--- src/rtl/pollard_pkg.sv ---
// pollard_pkg: shared types and timing helpers for the Pollard p-1 exponentiation datapath
package pollard_pkg;
    typedef enum logic [2:0] {IDLE, CHECK, REDUCE, MUL, SQR, FIN} state_t;
    localparam int DEFAULT_WIDTH = 32;
    localparam int MUL_CYCLES = DEFAULT_WIDTH + 1;
    function automatic int mul_cycles(input int width);
        return width + 1;
    endfunction
endpackage

--- src/rtl/mod_mult.sv ---
// mod_mult: interleaved MSB-first shift-add modular multiplier, p = a*b mod m (a < m)
module mod_mult
    import pollard_pkg::*;
#(
    parameter int WIDTH = 32
) (
    input  logic             clk,
    input  logic             reset,
    input  logic             go,
    input  logic [WIDTH-1:0] a,
    input  logic [WIDTH-1:0] b,
    input  logic [WIDTH-1:0] m,
    output logic             rdy,
    output logic [WIDTH-1:0] p
);
    localparam int ITERS = mul_cycles(WIDTH) - 1;
    localparam int CW = $clog2(ITERS + 1);
    logic [WIDTH-1:0] a_r, b_r, m_r;
    logic [CW-1:0]    cnt;
    logic [WIDTH:0]   dbl, dbl_red, sum, sum_red;
    // both partial results stay below 2m, so a single conditional subtract each keeps them below m
    always_comb begin
        dbl     = {p, 1'b0};
        dbl_red = (dbl >= {1'b0, m_r}) ? dbl - {1'b0, m_r} : dbl;
        sum     = dbl_red + (b_r[WIDTH-1] ? {1'b0, a_r} : '0);
        sum_red = (sum >= {1'b0, m_r}) ? sum - {1'b0, m_r} : sum;
    end
    always_ff @(posedge clk or negedge reset) begin
        if (!reset) begin
            a_r <= '0;
            b_r <= '0;
            m_r <= '0;
            p   <= '0;
            cnt <= '0;
            rdy <= 1'b0;
        end else if (go) begin
            a_r <= a;
            b_r <= b;
            m_r <= m;
            p   <= '0;
            cnt <= CW'(ITERS);
            rdy <= 1'b0;
        end else begin
            rdy <= (cnt == CW'(1));
            if (cnt != '0) begin
                p   <= sum_red[WIDTH-1:0];
                b_r <= b_r << 1;
                cnt <= cnt - CW'(1);
            end
        end
    end
endmodule

--- src/rtl/mod_exponentiation.sv ---
// mod_exponentiation: right-to-left binary modular exponentiation, result = base^exponent mod modulus
module mod_exponentiation
    import pollard_pkg::*;
#(
    parameter int WIDTH     = 32,
    parameter int EXP_WIDTH = 16
) (
    input  logic                 clk,
    input  logic                 reset,
    input  logic                 start,
    input  logic [WIDTH-1:0]     base,
    input  logic [EXP_WIDTH-1:0] exponent,
    input  logic [WIDTH-1:0]     modulus,
    output logic                 busy,
    output logic                 done,
    output logic [WIDTH-1:0]     result,
    output logic                 error
);
    state_t               state, next;
    logic [WIDTH-1:0]     base_r, mod_r, acc, bb, acc_next, b_next, op_a, op_b, p;
    logic [EXP_WIDTH-1:0] e, e_next;
    logic                 go, rdy, step, err_r;

    mod_mult #(.WIDTH(WIDTH)) u_mult (
        .clk(clk), .reset(reset), .go(go), .a(op_a), .b(op_b), .m(mod_r), .rdy(rdy), .p(p)
    );

    // the finished product is forwarded so the next multiply can launch on the same edge
    always_comb begin
        acc_next = (rdy && state == MUL) ? p : acc;
        b_next   = (rdy && (state == REDUCE || state == SQR)) ? p : bb;
        next     = state;
        e_next   = e;
        go       = 1'b0;
        step     = 1'b0;
        case (state)
            IDLE:    if (start) next = CHECK;
            CHECK:   if (mod_r < WIDTH'(2)) next = FIN;
                     else begin next = REDUCE; go = 1'b1; end
            REDUCE:  if (rdy) begin
                         if (e == '0) next = FIN;
                         else if (e[0]) begin next = MUL; go = 1'b1; end
                         else step = 1'b1;
                     end
            MUL:     if (rdy) step = 1'b1;
            SQR:     if (rdy) begin
                         if (e[0]) begin next = MUL; go = 1'b1; end
                         else step = 1'b1;
                     end
            FIN:     next = IDLE;
            default: next = IDLE;
        endcase
        if (step) begin
            e_next = e >> 1;
            if (e_next == '0) next = FIN;
            else begin next = SQR; go = 1'b1; end
        end
        op_a = (next == REDUCE) ? WIDTH'(1) : (next == MUL) ? acc_next : b_next;
        op_b = (next == REDUCE) ? base_r : b_next;
    end

    always_ff @(posedge clk or negedge reset) begin
        if (!reset) begin
            state  <= IDLE;
            base_r <= '0;
            mod_r  <= '0;
            e      <= '0;
            acc    <= '0;
            bb     <= '0;
            err_r  <= 1'b0;
            busy   <= 1'b0;
            done   <= 1'b0;
            result <= '0;
            error  <= 1'b0;
        end else begin
            state <= next;
            done  <= (state == FIN);
            bb    <= b_next;
            e     <= e_next;
            if (state == IDLE && start) begin
                base_r <= base;
                mod_r  <= modulus;
                e      <= exponent;
                busy   <= 1'b1;
            end
            if (state == CHECK) begin
                acc   <= (mod_r < WIDTH'(2)) ? '0 : WIDTH'(1);
                err_r <= (mod_r == '0);
            end else begin
                acc <= acc_next;
            end
            if (state == FIN) begin
                busy   <= 1'b0;
                result <= acc;
                error  <= err_r;
            end
        end
    end
endmodule

--- config.mk ---
export PLATFORM = sky130hd
export DESIGN_NAME = mod_exponentiation
export DESIGN_NICKNAME = d
export VERILOG_FILES = /design/src/rtl/pollard_pkg.sv /design/src/rtl/mod_mult.sv /design/src/rtl/mod_exponentiation.sv
export SDC_FILE = /design/constraint.sdc
export NUM_CORES = 1
export LEC_CHECK = 0
export CORE_MARGIN = 10
export CORE_UTILIZATION = 55
export DETAILED_ROUTE_END_ITERATION = 8
export GPL_ROUTABILITY_DRIVEN = 1
export HOLD_SLACK_MARGIN = 0.03
export PLACE_DENSITY = 0.77
export SLEW_MARGIN = 15
export SYNTH_ARGS = -nofsm -noshare
export SYNTH_HDL_FRONTEND = slang
export SYNTH_SLANG_ARGS = --single-unit
--- constraint.sdc ---
create_clock -name clk -period 15.4 [get_ports clk]
set_input_delay 3.08 -clock clk [delete_from_list [all_inputs] [get_ports clk]]
set_output_delay 3.08 -clock clk [all_outputs]
set_load 0.02 [all_outputs]
==> Yosys cells after proc, flatten, opt, wreduce, memory -nomap -nowiden <==
Index checks and enable logic that the tools add are counted.
{ "word_totals": {"ff_bits": 318, "input_bits": 83, "elab_cells": 88} }
{ "classes": {"n_addsub": 4, "order_cmp": 3, "n_eq_ne": 8, "mux": 44, "reduce_logical": 12} }
{ "op_table": {"columns": ["op", "n"], "rows": [
  ["$mux 32", 12],
  ["$ge 33x32->1", 2],
  ["$add 33x32->33", 1],
  ["$mux 33", 1],
  ["$sub 33x32->33", 1],
  ["$logic_not 16->1", 2],
  ["$logic_not 32->1", 1],
  ["$lt 32x2->1 const B", 1],
  ["$mux 16", 2],
  ["$sub 32x32->32", 1],
  ["$mux 3", 7],
  ["$mux 1", 17],
  ["$pmux 3 s5", 1],
  ["$eq 3x2->1 const B", 4],
  ["$mux 6", 2],
  ["$eq 3x3->1 const B", 2],
  ["$eq 6x1->1 const B", 1],
  ["$pmux 1 s3", 2],
  ["$reduce_bool 2->1", 3],
  ["$reduce_bool 6->1", 1],
  ["$sub 6x1->6 const B", 1],
  ["$eq 3x1->1 const B", 1],
  ["$logic_and 1x1->1", 3],
  ["$logic_not 3->1", 1],
  ["$logic_or 1x1->1", 1]
]} }

==> Logic depth before layout (Yosys ltp) <==
Gate-level depths: netlist (run 1).
{ "depth": {"depth_word": 8, "mapped_depth": 34, "mapped_depth_nobuf": 32} }

==> Hierarchy <==
From an unflattened synthesis (run 1), not the netlist that was laid out.
{ "unflattened": {"cells_unflattened": 2002, "area_unflattened_um2": 19703.9} }
{ "by_module_without_submodules": {"columns": ["module", "n_inst", "cells_each", "area_per_inst_um2", "seq_area_each_um2"], "rows": [
  ["mod_mult", 1, 1338, 11294.6, 3378.2],
  ["mod_exponentiation", 1, 664, 8409.3, 4579.4]
]} }

==> Least setup slack after synthesis (run 1) <==
OpenSTA, ideal clock, no wires.
{ "synth_timing": {"path_kind": "flip-flop to flip-flop", "start": "reg u_mult.m_r[1]", "end": "reg u_mult.p[10]", "setup_ps": 137, "arrival_ps": 6456, "path_slack_ps": 8807, "stages_incl_launch_ff": 31, "path_cell_list": "dfrtp_1 inv_1 ha_1 nor2b_1 o31ai_1 a211oi_1 o21ai_1 nand2_1 a31oi_4 clkbuf_1 mux2i_1 ha_1 a21o_1 a21oi_1 o21ai_0 nand4bb_1 a21boi_0 o21a_1 o211a_1 a211o_1 ha_1 a211o_1 a21oi_1 o21ai_0 a211oi_2 o31a_1 o211ai_1 mux2i_4 buf_6 mux2i_1 a21oi_1"} }
{ "synth_between": {"elab_chain_cells": 7} }
{ "synth_rtl": {"columns": ["item", "line", "rtl"], "rows": [
  ["from (decl)", "mod_mult.sv:18", "logic [WIDTH-1:0] a_r, b_r, m_r;"],
  ["from (signal assigned)", "mod_mult.sv:39", "m_r <= m;"],
  ["$sub 33x32->33 / $ge 33x32->1 (equally long branches)", "mod_mult.sv:24", "dbl_red = (dbl >= {1'b0, m_r}) ? dbl - {1'b0, m_r} : dbl;"],
  ["$mux 33", "mod_mult.sv:24", null],
  ["$add 33x32->33", "mod_mult.sv:25", "sum = dbl_red + (b_r[WIDTH-1] ? {1'b0, a_r} : '0);"],
  ["$sub 32x32->32 / $ge 33x32->1 (equally long branches)", "mod_mult.sv:26", "sum_red = (sum >= {1'b0, m_r}) ? sum - {1'b0, m_r} : sum;"],
  ["$mux 32 *", "mod_mult.sv:26", null],
  ["$mux 32 *", "mod_mult.sv:45", "if (cnt != '0) begin"],
  ["$mux 32 *", "mod_mult.sv:36", "end else if (go) begin"],
  ["to (signal assigned)", "mod_mult.sv:46", "p <= sum_red[WIDTH-1:0];"],
  ["to (decl)", "mod_mult.sv:14", "output logic [WIDTH-1:0] p"]
]} }
Mark *: on every way between the ends. The rest lies on a longest branch, timed or not. The select of a mux whose other input is x is not followed.
A chain may end at the register's enable or synchronous reset.

==> Worst setup path after layout (run 1) <==
{ "layout_timing": {"start": "reg u_mult.m_r[1]", "end": "reg u_mult.p[1]"} }
The elaborated chain is that of the path after synthesis.

==> results.md, run 1 <==
* Status: complete, no violations
* Worst path arrival time at 8.74 ns
* Mux cell area share after synthesis at 13.4%
* Main synth FF type: dfrtp_1
* Final WS setup at 7.13 ns
* Count leader, synth: dfrtp_1
* Clock transition at path regs at 0.06 ns
* PortBufs at 117
* Placed cell areas at 20,700 sq um
* Htree depth at 2
* Cells after synthesis at 2,053
* Routed vias at 15,400
* Synthesized flop and latch total at 318
* Yosys top cell area share at 41.4%
* Setup TNS at 0 ns
* Post-CTS Setup Repair Bufs at 0
* Final antenna diode count at 0
* Max FO, Critical Path at 63
* Grt peak-use layer: met2
* Post-Synth Adder-Cell Area at 6.69%
* DR vias/cell at 5.93
* Final hold slack at 0.494 ns
* Root Buffer: clkbuf_16
* Total grt overflow at 0
* WP data required at 15.87 ns
* Fmax at 121 MHz
* Die Wd at 207 um
* Post-route antenna net violation count at 0
* Final Instance Area at 21,900 sq um
* Layout cells sized above 1 at 10.9%
* Syn Area/Cell at 9.36 sq um
* Post-layout minimum cycle time at 8.27 ns
* Starting Density at 55.6%
* Post-synthesis sequential area ratio at 41.4%
* Critical path's slowest cell: buf_4
* Clock buffer count from CTS at 36
* Hpwl dp at 38,500 um
* Final Cycle Share at 53.7%
* DIE AREA at 42,800 sq um
* Post-synth EDFFs at 0
* Largest family of logic cells by synthesized area: simple AND/OR/NAND/NOR gates
* Die height at 207 um
* Final Hold Viols at 0
* WL per Instance at 20.2 um
* Area Overhead vs Synth at 14.0%
* Total GRT Usage at 24.4%
* Skew final at 0.0154 ns
* First-pass GRT wire length at 82,700 um
* Cell variety after synth at 75
* Synthesized cell area at 19,200 sq um
* First DRT Iteration DRCs at 1,311
* Worst-Skew Late Latency at 0.55 ns
* Final Wtd Congestion at 0.921
* Synth area leader: dfrtp_1
* Final Max Tran Viols at 0
* Startpoint types: register
* Async S/R FF share, synth at 100%
* CP endpoint kind: register
* Pre-CTS setup slack at 7.28 ns
* Final setup viols at 0
* Synth cell count leaders: 318 x dfrtp_1, 265 x nand2_1, 174 x o21ai_0
* Post-CTS Resized at 0
* CP delay by family, top: compound AO/OA/AOI/OAI gates
* Crit Path Class: register to register
* Initial DRT Pass Iterations at 5
* Worst Path Buf+Inv at 3
* Clock sink count at 318
* Synth Area in Simple Gates at 15.8%
* Max-Cap Viols at 0
* Complex-gate fraction of the synthesized area at 15.8%
* Pin count of the biggest net entering global routing at 171
* Slew HR at 21.4%
* Critical Path Max Stage Delay at 0.47 ns
* RSZ-0062 raised after global routing: no
* M1 GR Usage at 30.7%
* XOR/XNOR Fraction of Synth Area at 3.37%
* Initial antenna violation count at 0
* Boundary pin count at 118
* Hold-fix buffer count after cts at 0
* Core Box Area at 34,500 sq um
* Rows at 68
* Max Buffers Root-to-Sink at 3
* CTS tree: done
* Slew @ Worst Pin at 1.18 ns
* YS warnings at 0
* Vias in the first global route at 15,300
* Worst hold path class: register to register
* GR Util met2 at 41.8%
* Global routing usage on met3 at 3.60%
* Post-route DRC violation count at 0
* Post-synth net total at 2,237
* Area contributors post-synth: dfrtp_1 41%, mux2_2 7.7%, ha_1 6.4%
* Most frequent CP cell: ha_1
* Final #Nets at 2,308
* DRT Wirelength at 52,500 um
-- tightest hold or removal path, stage by stage (launching register included) --
cell and delay, ns:
dfrtp_1 0.33, nand3_1 0.06, o31ai_1 0.06
-- state kept, by name, summed over array words and instances, names as in the netlist, 3 cells and up --
signal,flops
bb,32
e,16
u_mult.a_r,32
u_mult.cnt,6
acc,32
state,3
u_mult.m_r,32
u_mult.b_r,32
base_r,32
result,32
u_mult.p,32
mod_r,32
-- worst paths after layout --
kind,from,endpoint,slack (ns),cells past startpoint
max reg2reg,u_mult.m_r[1]$_DFFE_PN0N_,u_mult.p[1]$_DFFE_PN0P_,7.13,30
min,u_mult.a_r[23]$_DFFE_PN0N_,u_mult.a_r[23]$_DFFE_PN0N_,0.49,2
max in group asynchronous,reset,bb[28]$_DFF_PN0_,10.64,3
max,u_mult.m_r[1]$_DFFE_PN0N_,u_mult.p[1]$_DFFE_PN0P_,7.13,30
min in group asynchronous,reset,mod_r[3]$_DFFE_PN0P_,2.50,1
min reg2reg,u_mult.a_r[23]$_DFFE_PN0N_,u_mult.a_r[23]$_DFFE_PN0N_,0.49,2
-- cells by family (layout without fill, tap and decap cells) --
family          after synthesis  count (layout)
buf+inv                     172             267
simple gates                657             657
flops                       318             318
mux                         239             239
xor+xnor                     74              74
fa+ha+maj                   101             101
compound gates              492             492
-- metal layers --
metal / vias up / routed length, um
li1: 7418 / -
met1: 7528 / 22000
met2: 385 / 26300
met3: 116 / 2380
met4: 0 / 1780
met5: - / 0
-- layout by cell type, fill, tap and decap left out, types with 10 or more instances in the layout --
| master | n |
|---|---|
| ha_1 | 98 |
| o21ai_1 | 19 |
| nand3_1 | 54 |
| dfrtp_1 | 318 |
| clkdlybuf4s50_1 | 116 |
| mux2_2 | 132 |
| buf_4 | 17 |
| mux2i_1 | 106 |
| o21a_1 | 19 |
| nor4_1 | 14 |
| nand2b_1 | 14 |
| o21bai_1 | 14 |
| xor2_1 | 19 |
| nor2b_1 | 10 |
| nor3_1 | 29 |
| o31ai_1 | 39 |
| and2_1 | 38 |
| nor2_1 | 141 |
| a21o_1 | 26 |
| a21boi_0 | 10 |
| nand2_1 | 264 |
| inv_1 | 70 |
| clkbuf_16 | 38 |
| a211oi_1 | 16 |
| xnor2_1 | 55 |
| o21ai_0 | 173 |
| nand4_1 | 14 |
| and3_1 | 36 |
| clkbuf_8 | 11 |
| a21oi_1 | 115 |
-- cell type report --
cell class / count / area (sq um)
clock buffers: 56 / 1130
fillers: 2887 / 12600
clock inverters: 6 / 43.8
well taps: 455 / 569
inverters: 70 / 263
flip-flops and latches: 318 / 7960
repair buffers: 135 / 1320
multi-input cells: 1563 / 10600
-- per-stage QoR --
| step | cells | util (%) |
|---|---|---|
| 2_1_floorplan | 2053 | - |
| 3_5_place_dp | 2541 | 60.0 |
| 4_1_cts | 2603 | 63.4 |
| 5_1_grt | 2603 | 63.4 |
| 3_3_place_gp | 2541 | 60.0 |
| 6_report | 2603 | 63.4 |
Power of run 1 is left out: the tool's default activity adds up to more than one toggle a clock period on the data nets, which glitch-free logic cannot reach.
==> run 2: changes to the inputs <==
==> constraint.sdc (replaced) <==
create_clock -name clk -period 8.4 [get_ports clk]
set_input_delay 1.68 -clock clk [delete_from_list [all_inputs] [get_ports clk]]
set_output_delay 1.68 -clock clk [all_outputs]
set_load 0.02 [all_outputs]
==> results.md, run 2 (synthesized netlist as in run 1, its figures left out) <==
* Hold-fix buffer count after cts at 0
* Most frequent CP cell: ha_1
* Worst Setup SP: u_mult.p[16]$_DFFE_PN0P_
* Worst R2R End: u_mult.p[9]$_DFFE_PN0P_
* Clock sink count at 318
* Final setup viols at 0
* Final Hold Viols at 0
* WP data required at 8.85 ns
* Final Cycle Share at 92.5%
* CP endpoint kind: register
* Total GRT Usage at 24.2%
* Crit Path Class: register to register
* Final core utilization at 63.7%
* Final Wtd Congestion at 0.946
* RSZ-0062 raised after global routing: no
* Max-Cap Viols at 0
* Leading cell type in the layout, fill and taps excluded: dfrtp_1
* Final hold slack at 0.494 ns
* Commonest non-fill, non-tap cells in the layout: 318 x dfrtp_1, 264 x nand2_1, 173 x o21ai_0
* Post-layout minimum cycle time at 7.77 ns
* Root Buffer: clkbuf_16
* Initial antenna violation count at 0
* Routed vias at 15,600
* Fmax at 129 MHz
* Worst path arrival time at 8.22 ns
* Skew final at 0.0112 ns
* Die Wd at 207 um
* Final Max Tran Viols at 0
* Area Overhead vs Synth at 14.5%
* Final antenna diode count at 0
* Initial DRT Pass Iterations at 5
* Boundary pin count at 118
* Clock transition at path regs at 0.06 ns
* WL per Instance at 20.1 um
* Worst-Skew Late Latency at 0.53 ns
* Clock buffer count from CTS at 36
* DR vias/cell at 5.98
* Vias in the first global route at 15,400
* Post-route DRC violation count at 0
* Layout cells sized above 1 at 11.3%
* Worst hold start: u_mult.a_r[30]$_DFFE_PN0N_
* Starting Density at 55.6%
* Reg2Reg Depth at 29
* Worst reg2reg path startpoint: u_mult.p[16]$_DFFE_PN0P_
* Pin count of the biggest net entering global routing at 198
* WHS Endpoint: u_mult.a_r[30]$_DFFE_PN0N_
* Die height at 207 um
* Max Buffers Root-to-Sink at 3
* First-pass GRT wire length at 82,800 um
* Critical Path Max Stage Delay at 0.63 ns
* Worst hold path class: register to register
* DIE AREA at 42,800 sq um
* First DRT Iteration DRCs at 1,288
* Htree depth at 2
* Hold Path Cell Cnt at 2
* Total grt overflow at 0
* Slew @ Worst Pin at 1.15 ns
* PortBufs at 117
* Final #Nets at 2,318
* Critical path's slowest cell: nor4_2
* Post-route antenna net violation count at 0
* Setup TNS at 0 ns
* Max FO, Critical Path at 13
* Startpoint types: register
* Rows at 68
* DRT Wirelength at 52,500 um
* Worst R2R Setup Slack at 0.63 ns
* Slew HR at 23.2%
* CTS tree: done
* Core Box Area at 34,500 sq um
* Status: complete, no violations
* Hpwl dp at 37,900 um
## run 2: cell types whose count changed in the layout (fill, tap and decap cells not counted)
cell / change
buf_4: +6
clkbuf_8: -6
bufinv_16: +3
buf_12: +2
clkbuf_16: -2
clkinv_4: +2
a31oi_2: +1
buf_6: +1
clkinv_2: +1
inv_6: +1
## run 2: final cells by class
cell class	instances	area (sq um)
sequential	318	7960
tap	455	569
fill	2928	12500
inverter	70	263
clock buffer	48	996
clock inverter	13	165
multi-input combinational	1564	10600
timing repair buffer	144	1420
## run 2: how the worst max path moves through the flow
stage | to | slack, ns
final | u_mult.p[9]$_DFFE_PN0P_ | 0.63
after global routing | u_mult.p[9]$_DFFE_PN0P_ | 0.1
after CTS | u_mult.p[5]$_DFFE_PN0P_ | 0.31
after detailed placement | u_mult.p[22]$_DFFE_PN0P_ | 0.31
after global placement | u_mult.p[19]$_DFFE_PN0P_ | 0.61
after floorplan | u_mult.p[10]$_DFFE_PN0P_ | 1.81
## run 2: what timing repair did
action                     in CTS  in global routing
gates resized for setup         0                  1
setup endpoints to repair       0                 32
setup buffers                   0                  3
## run 2: stage by stage
stage | setup slack (ns) | cell area [sq um] | std cells
finish | 0.631 | 22000 | 2612
global route | 0.0973 | 22000 | 2612
CTS | 0.312 | 21900 | 2608
detailed placement | 0.314 | 20800 | 2547
global placement | 0.606 | 20800 | 2547
floorplan | 1.81 | 19200 | 2053
## run 2: critical path: cells and delay by family, from the launching register on
kind,cells,cell delay [ns]
AOI/OAI and AO/OA,14,3.07
adders and majority gates,3,1.15
buffers and inverters,2,0.31
DFF,1,0.47
muxes,2,0.46
and+or+nand+nor,8,2.19
## run 2: metal layers
layer	part of all wire (%)	GRT usage, %	vias up
met5	0	0	-
met4	2.3	6.57	0
li1	-	-	7477
met3	4.5	3.12	75
met1	43	30.7	7665
met2	51	42.7	392
Power of run 2 is left out for the same reason.
==> run 3: changes to the inputs <==
--- a/config.mk
+++ b/config.mk
@@ -7,6 +7,7 @@
 export LEC_CHECK = 0
 export CORE_MARGIN = 10
 export CORE_UTILIZATION = 55
+export CTS_CLUSTER_SIZE = 25
 export DETAILED_ROUTE_END_ITERATION = 8
 export GPL_ROUTABILITY_DRIVEN = 1
 export HOLD_SLACK_MARGIN = 0.03
==> results of run 3 <==
The final DEF is identical to that of run 2; final timing and power are the same.
Power of run 3 is left out for the same reason.
==> RTL edit 1, RTL diff (config.mk and constraints of run 1) <==
The 6 states of `state_t` get a one-hot encoding in 6 bits.
--- a/src/rtl/pollard_pkg.sv
+++ b/src/rtl/pollard_pkg.sv
@@ -1,6 +1,6 @@
 // pollard_pkg: shared types and timing helpers for the Pollard p-1 exponentiation datapath
 package pollard_pkg;
-    typedef enum logic [2:0] {IDLE, CHECK, REDUCE, MUL, SQR, FIN} state_t;
+    typedef enum logic [5:0] {IDLE = 6'b000001, CHECK = 6'b000010, REDUCE = 6'b000100, MUL = 6'b001000, SQR = 6'b010000, FIN = 6'b100000} state_t;
     localparam int DEFAULT_WIDTH = 32;
     localparam int MUL_CYCLES = DEFAULT_WIDTH + 1;
     function automatic int mul_cycles(input int width);
Formal check against the unedited RTL: no difference found for any inputs over 4 cycles, from zero or initial values and one cycle with reset low; so few cycles prove little.
==> RTL edit 1 against run 1 <==
- non-clock buffer count is 1 lower
- wire length is 3.4% lower
- synthesized cell count is 8.5% higher
- cell area is 0.62% lower
- sequential cell count is 3 higher
- area after synthesis is 0.42% lower
- worst setup slack worse by 0.34 ns
- clock skew is 0.0079 ns higher
- global-route usage is 0.68 points lower
- largest cell class unchanged
Power is not shown: default switching activity piles up to over one toggle a cycle in this logic, so the estimate is an artifact.
==> RTL edit 1: results (changes against run 1) <==
global-route met3 utilization=0.0263 (-0.00972); flop-to-flop setup slack=6.79 ns (-0.34 ns); HPWL Detailed=35500 um (-7.8%); Hold Slack=0.471 ns (-0.0234 ns); Area contributors post-synth=dfrtp_1, nand2_1, ha_1; vias per inst=5.82 (-2.0%); min-delay src=u_mult.a_r[3]; fillers=2954 (+2.3%); met1 wire length=21300 um (-2.8%); post-synth cell types=63 (-16%); fin crit period=8.61 ns (+0.335 ns); total wire length=50700 um (-3.4%); layout cells sized above 1=0.0575 (-0.0514); WL/cell=18.3 um (-9.2%); met2 Track Usage GR=0.414 (-0.00446); Critical Path Slowest Stage Cell=fa_1; largest net degree at the start of global routing=189 (+11%); post-synthesis sequential area ratio=0.420 (+0.00575); Worst Path Arrival=9.05 ns (+0.31 ns); # placed instances=2708 (+6.6%); met2 WL=25500 um (-3.4%); status=finished, final reports clean; met1 Usage GRT=0.297 (-0.00977); average size of a mapped cell=8.59 um^2 (-8.2%); Placement Setup Slack=6.99 ns (-0.297 ns); Post-Syn Nets=2412 (+7.8%); first-pass GRT wire length=82000 um (-0.88%); vias in the first global route=16000 (+4.6%); CP max stage delay=0.45 ns (-0.02 ns); Synth top cells by count=nand2_1, dfrtp_1, nor2_1
[RTL edit 1: changes by cell type in the layout (fill, tap and decap cells not counted), moves of 11 or more]
cell      change
nor2_1       +16
and3_1       -26
o21ai_0      -20
xor2_1       +18
a21oi_1      +35
nand3_1      -25
o21bai_1     -11
a21o_1       +19
o21ai_1      -16
nand2_1     +289
mux2_2       -92
[RTL edit 1: cell families (layout without fill, tap and decap cells)]
family          count (synthesis)  after routing  share of synthesized area
buf+inv                       171            256                     0.0350
fa+ha+maj                     101            101                     0.0672
xor+xnor                       83             83                     0.0380
mux                           145            145                     0.0785
simple gates                  919            919                      0.206
compound gates                488            488                      0.156
flops                         321            321                      0.420
[RTL edit 1: cell type report]
class / instances / area, um^2 / share of cell area
well taps: 455 / 569 / 0.0262
inverters: 62 / 233 / 0.0107
flip-flops and latches: 321 / 8030 / 0.369
multi-input cells: 1736 / 10500 / 0.480
clock buffers: 51 / 1030 / 0.0472
repair buffers: 134 / 1320 / 0.0605
clock inverters: 9 / 128 / 0.00586
==> RTL edit 2, RTL diff (config.mk and constraints of run 1) <==
Without the edit above. `EXP_WIDTH`: 16 -> 24.
--- a/src/rtl/mod_exponentiation.sv
+++ b/src/rtl/mod_exponentiation.sv
@@ -3,7 +3,7 @@
     import pollard_pkg::*;
 #(
     parameter int WIDTH     = 32,
-    parameter int EXP_WIDTH = 16
+    parameter int EXP_WIDTH = 24
 ) (
     input  logic                 clk,
     input  logic                 reset,
Ports: changed (resized exponent); port bits go from 118 to 126. No check against the original RTL was run, so the function may have changed too.
==> RTL edit 2 against run 1 <==
- clock skew increased by 0.0098 ns
- count of clock-buffer cells in the layout decreased by 7
- area after synthesis increased by 0.60%
- die area increased by 0.54%
- sequential cell count increased by 8
- wire length decreased by 2.3%
- hold slack got worse by 0.0035 ns
- worst setup slack got worse by 0.96 ns
- utilization increased by 0.24 points
- cell area increased by 0.62%
Power is left out: the tool's default activity adds up to more than one toggle a clock period on the data nets, which glitch-free logic cannot reach.
==> RTL edit 2: results (changes against run 1) <==
Worst Hold Path EP=err_r; met1 Usage GRT=0.285 (-0.0212); drt first pass iters=6 (+1); Synth top cells by count=dfrtp_1, o21ai_0, nand2_1; HPWL Detailed=37200 um (-3.1%); r2r worst-path depth=28 (-6.7%); min-delay src=err_r; Post-Syn Nets=2218 (-0.85%); Worst Path Arrival=9.68 ns (+0.94 ns); gpl congestion=0.944 (+2.5%); met1 wire length=21700 um (-1.1%); Max Fanout on Critical Path=50 (-21%); reg2reg start=u_mult.p[2]; Starting DRT DRC Count=1053 (-20%); vias in the first global route=15400 (+1.3%); post-synth cell types=74 (-1.3%); PortBufs=125 (+6.8%); vias per inst=5.99 (+0.92%); met2 WL=25700 um (-2.4%); initial antenna violation count=0 (unchanged); layout cells sized above 1=0.0884 (-0.0205); Reg2Reg Capture Point=u_mult.p[0]; # diodes=0 (unchanged); met2 Track Usage GR=0.401 (-0.0166); status=finished, final reports clean; CP max stage delay=0.69 ns (+0.22 ns); first-pass GRT wire length=82200 um (-0.62%); post-synthesis sequential area ratio=0.422 (+0.00789); met3 WL=2000 um (-16%); hold depth=2 (unchanged); gr usage total=0.230 (-0.0135); Slew HR=0.218 (+0.00387); WL/cell=19.8 um (-1.5%); largest net degree at the start of global routing=107 (-37%); skew final=0.0252 ns (+0.00979 ns); final-stage net count=2295 (-0.56%); fillers=2813 (-2.6%); flop-to-flop setup slack=6.17 ns (-0.96 ns); Area contributors post-synth=dfrtp_1, mux2i_1, o21ai_0; Critical Path Slowest Stage Cell=or4b_1; global-route met3 utilization=0.0278 (-0.00822)
-- RTL edit 2: cell count changes in the layout (fill, tap and decap cells not counted), moves of 14 or more --
cell,change
mux2i_1,+30
inv_1,+14
mux2_2,-33
o31ai_1,-30
nand3_1,-33
a21o_1,+25
o21ai_1,-14
and3_1,-26
nand2_1,-89
o211ai_1,+30
o21ai_0,+83
-- RTL edit 2: final cells by class --
cell class,count,share of cell area
multi-input cells,1514,0.476
flip-flops and latches,326,0.370
repair buffers,141,0.0625
clock buffers,49,0.0454
well taps,455,0.0258
inverters,84,0.0143
clock inverters,12,0.00579
-- RTL edit 2: logic make-up (layout without fill, tap and decap cells) --
group | count (synthesis) | count (layout) | share of synthesized area
DFF | 326 | 326 | 0.422
AOI/OAI and AO/OA | 600 | 600 | 0.188
adders and majority gates | 101 | 101 | 0.0665
muxes | 235 | 235 | 0.128
buffers and inverters | 186 | 286 | 0.0386
xor gates and xnor gates | 82 | 82 | 0.0372
and+or+nand+nor | 496 | 496 | 0.119
-- RTL edit 2: metrics by stage --
stage | instances | area [um^2] | hold slack (ns) | setup slack (ns)
global placement | 2520 | 20900 | 0.462 | 6.51
detailed placement | 2520 | 20900 | 0.482 | 6.32
CTS | 2581 | 22000 | 0.495 | 6.27
global route | 2581 | 22000 | 0.519 | 5.60
finish | 2581 | 22000 | 0.490 | 6.17
floorplan | 2026 | 19300 | 0.445 | 7.80
-- RTL edit 2: critical path: cells and delay by family (launching register included) --
family          cells  cell delay, ns
compound gates     17            4.84
xor+xnor            1            0.21
fa+ha+maj           3            1.04
buf+inv             1            0.43
flops               1            0.44
mux                 2            0.71
simple gates        4            1.43
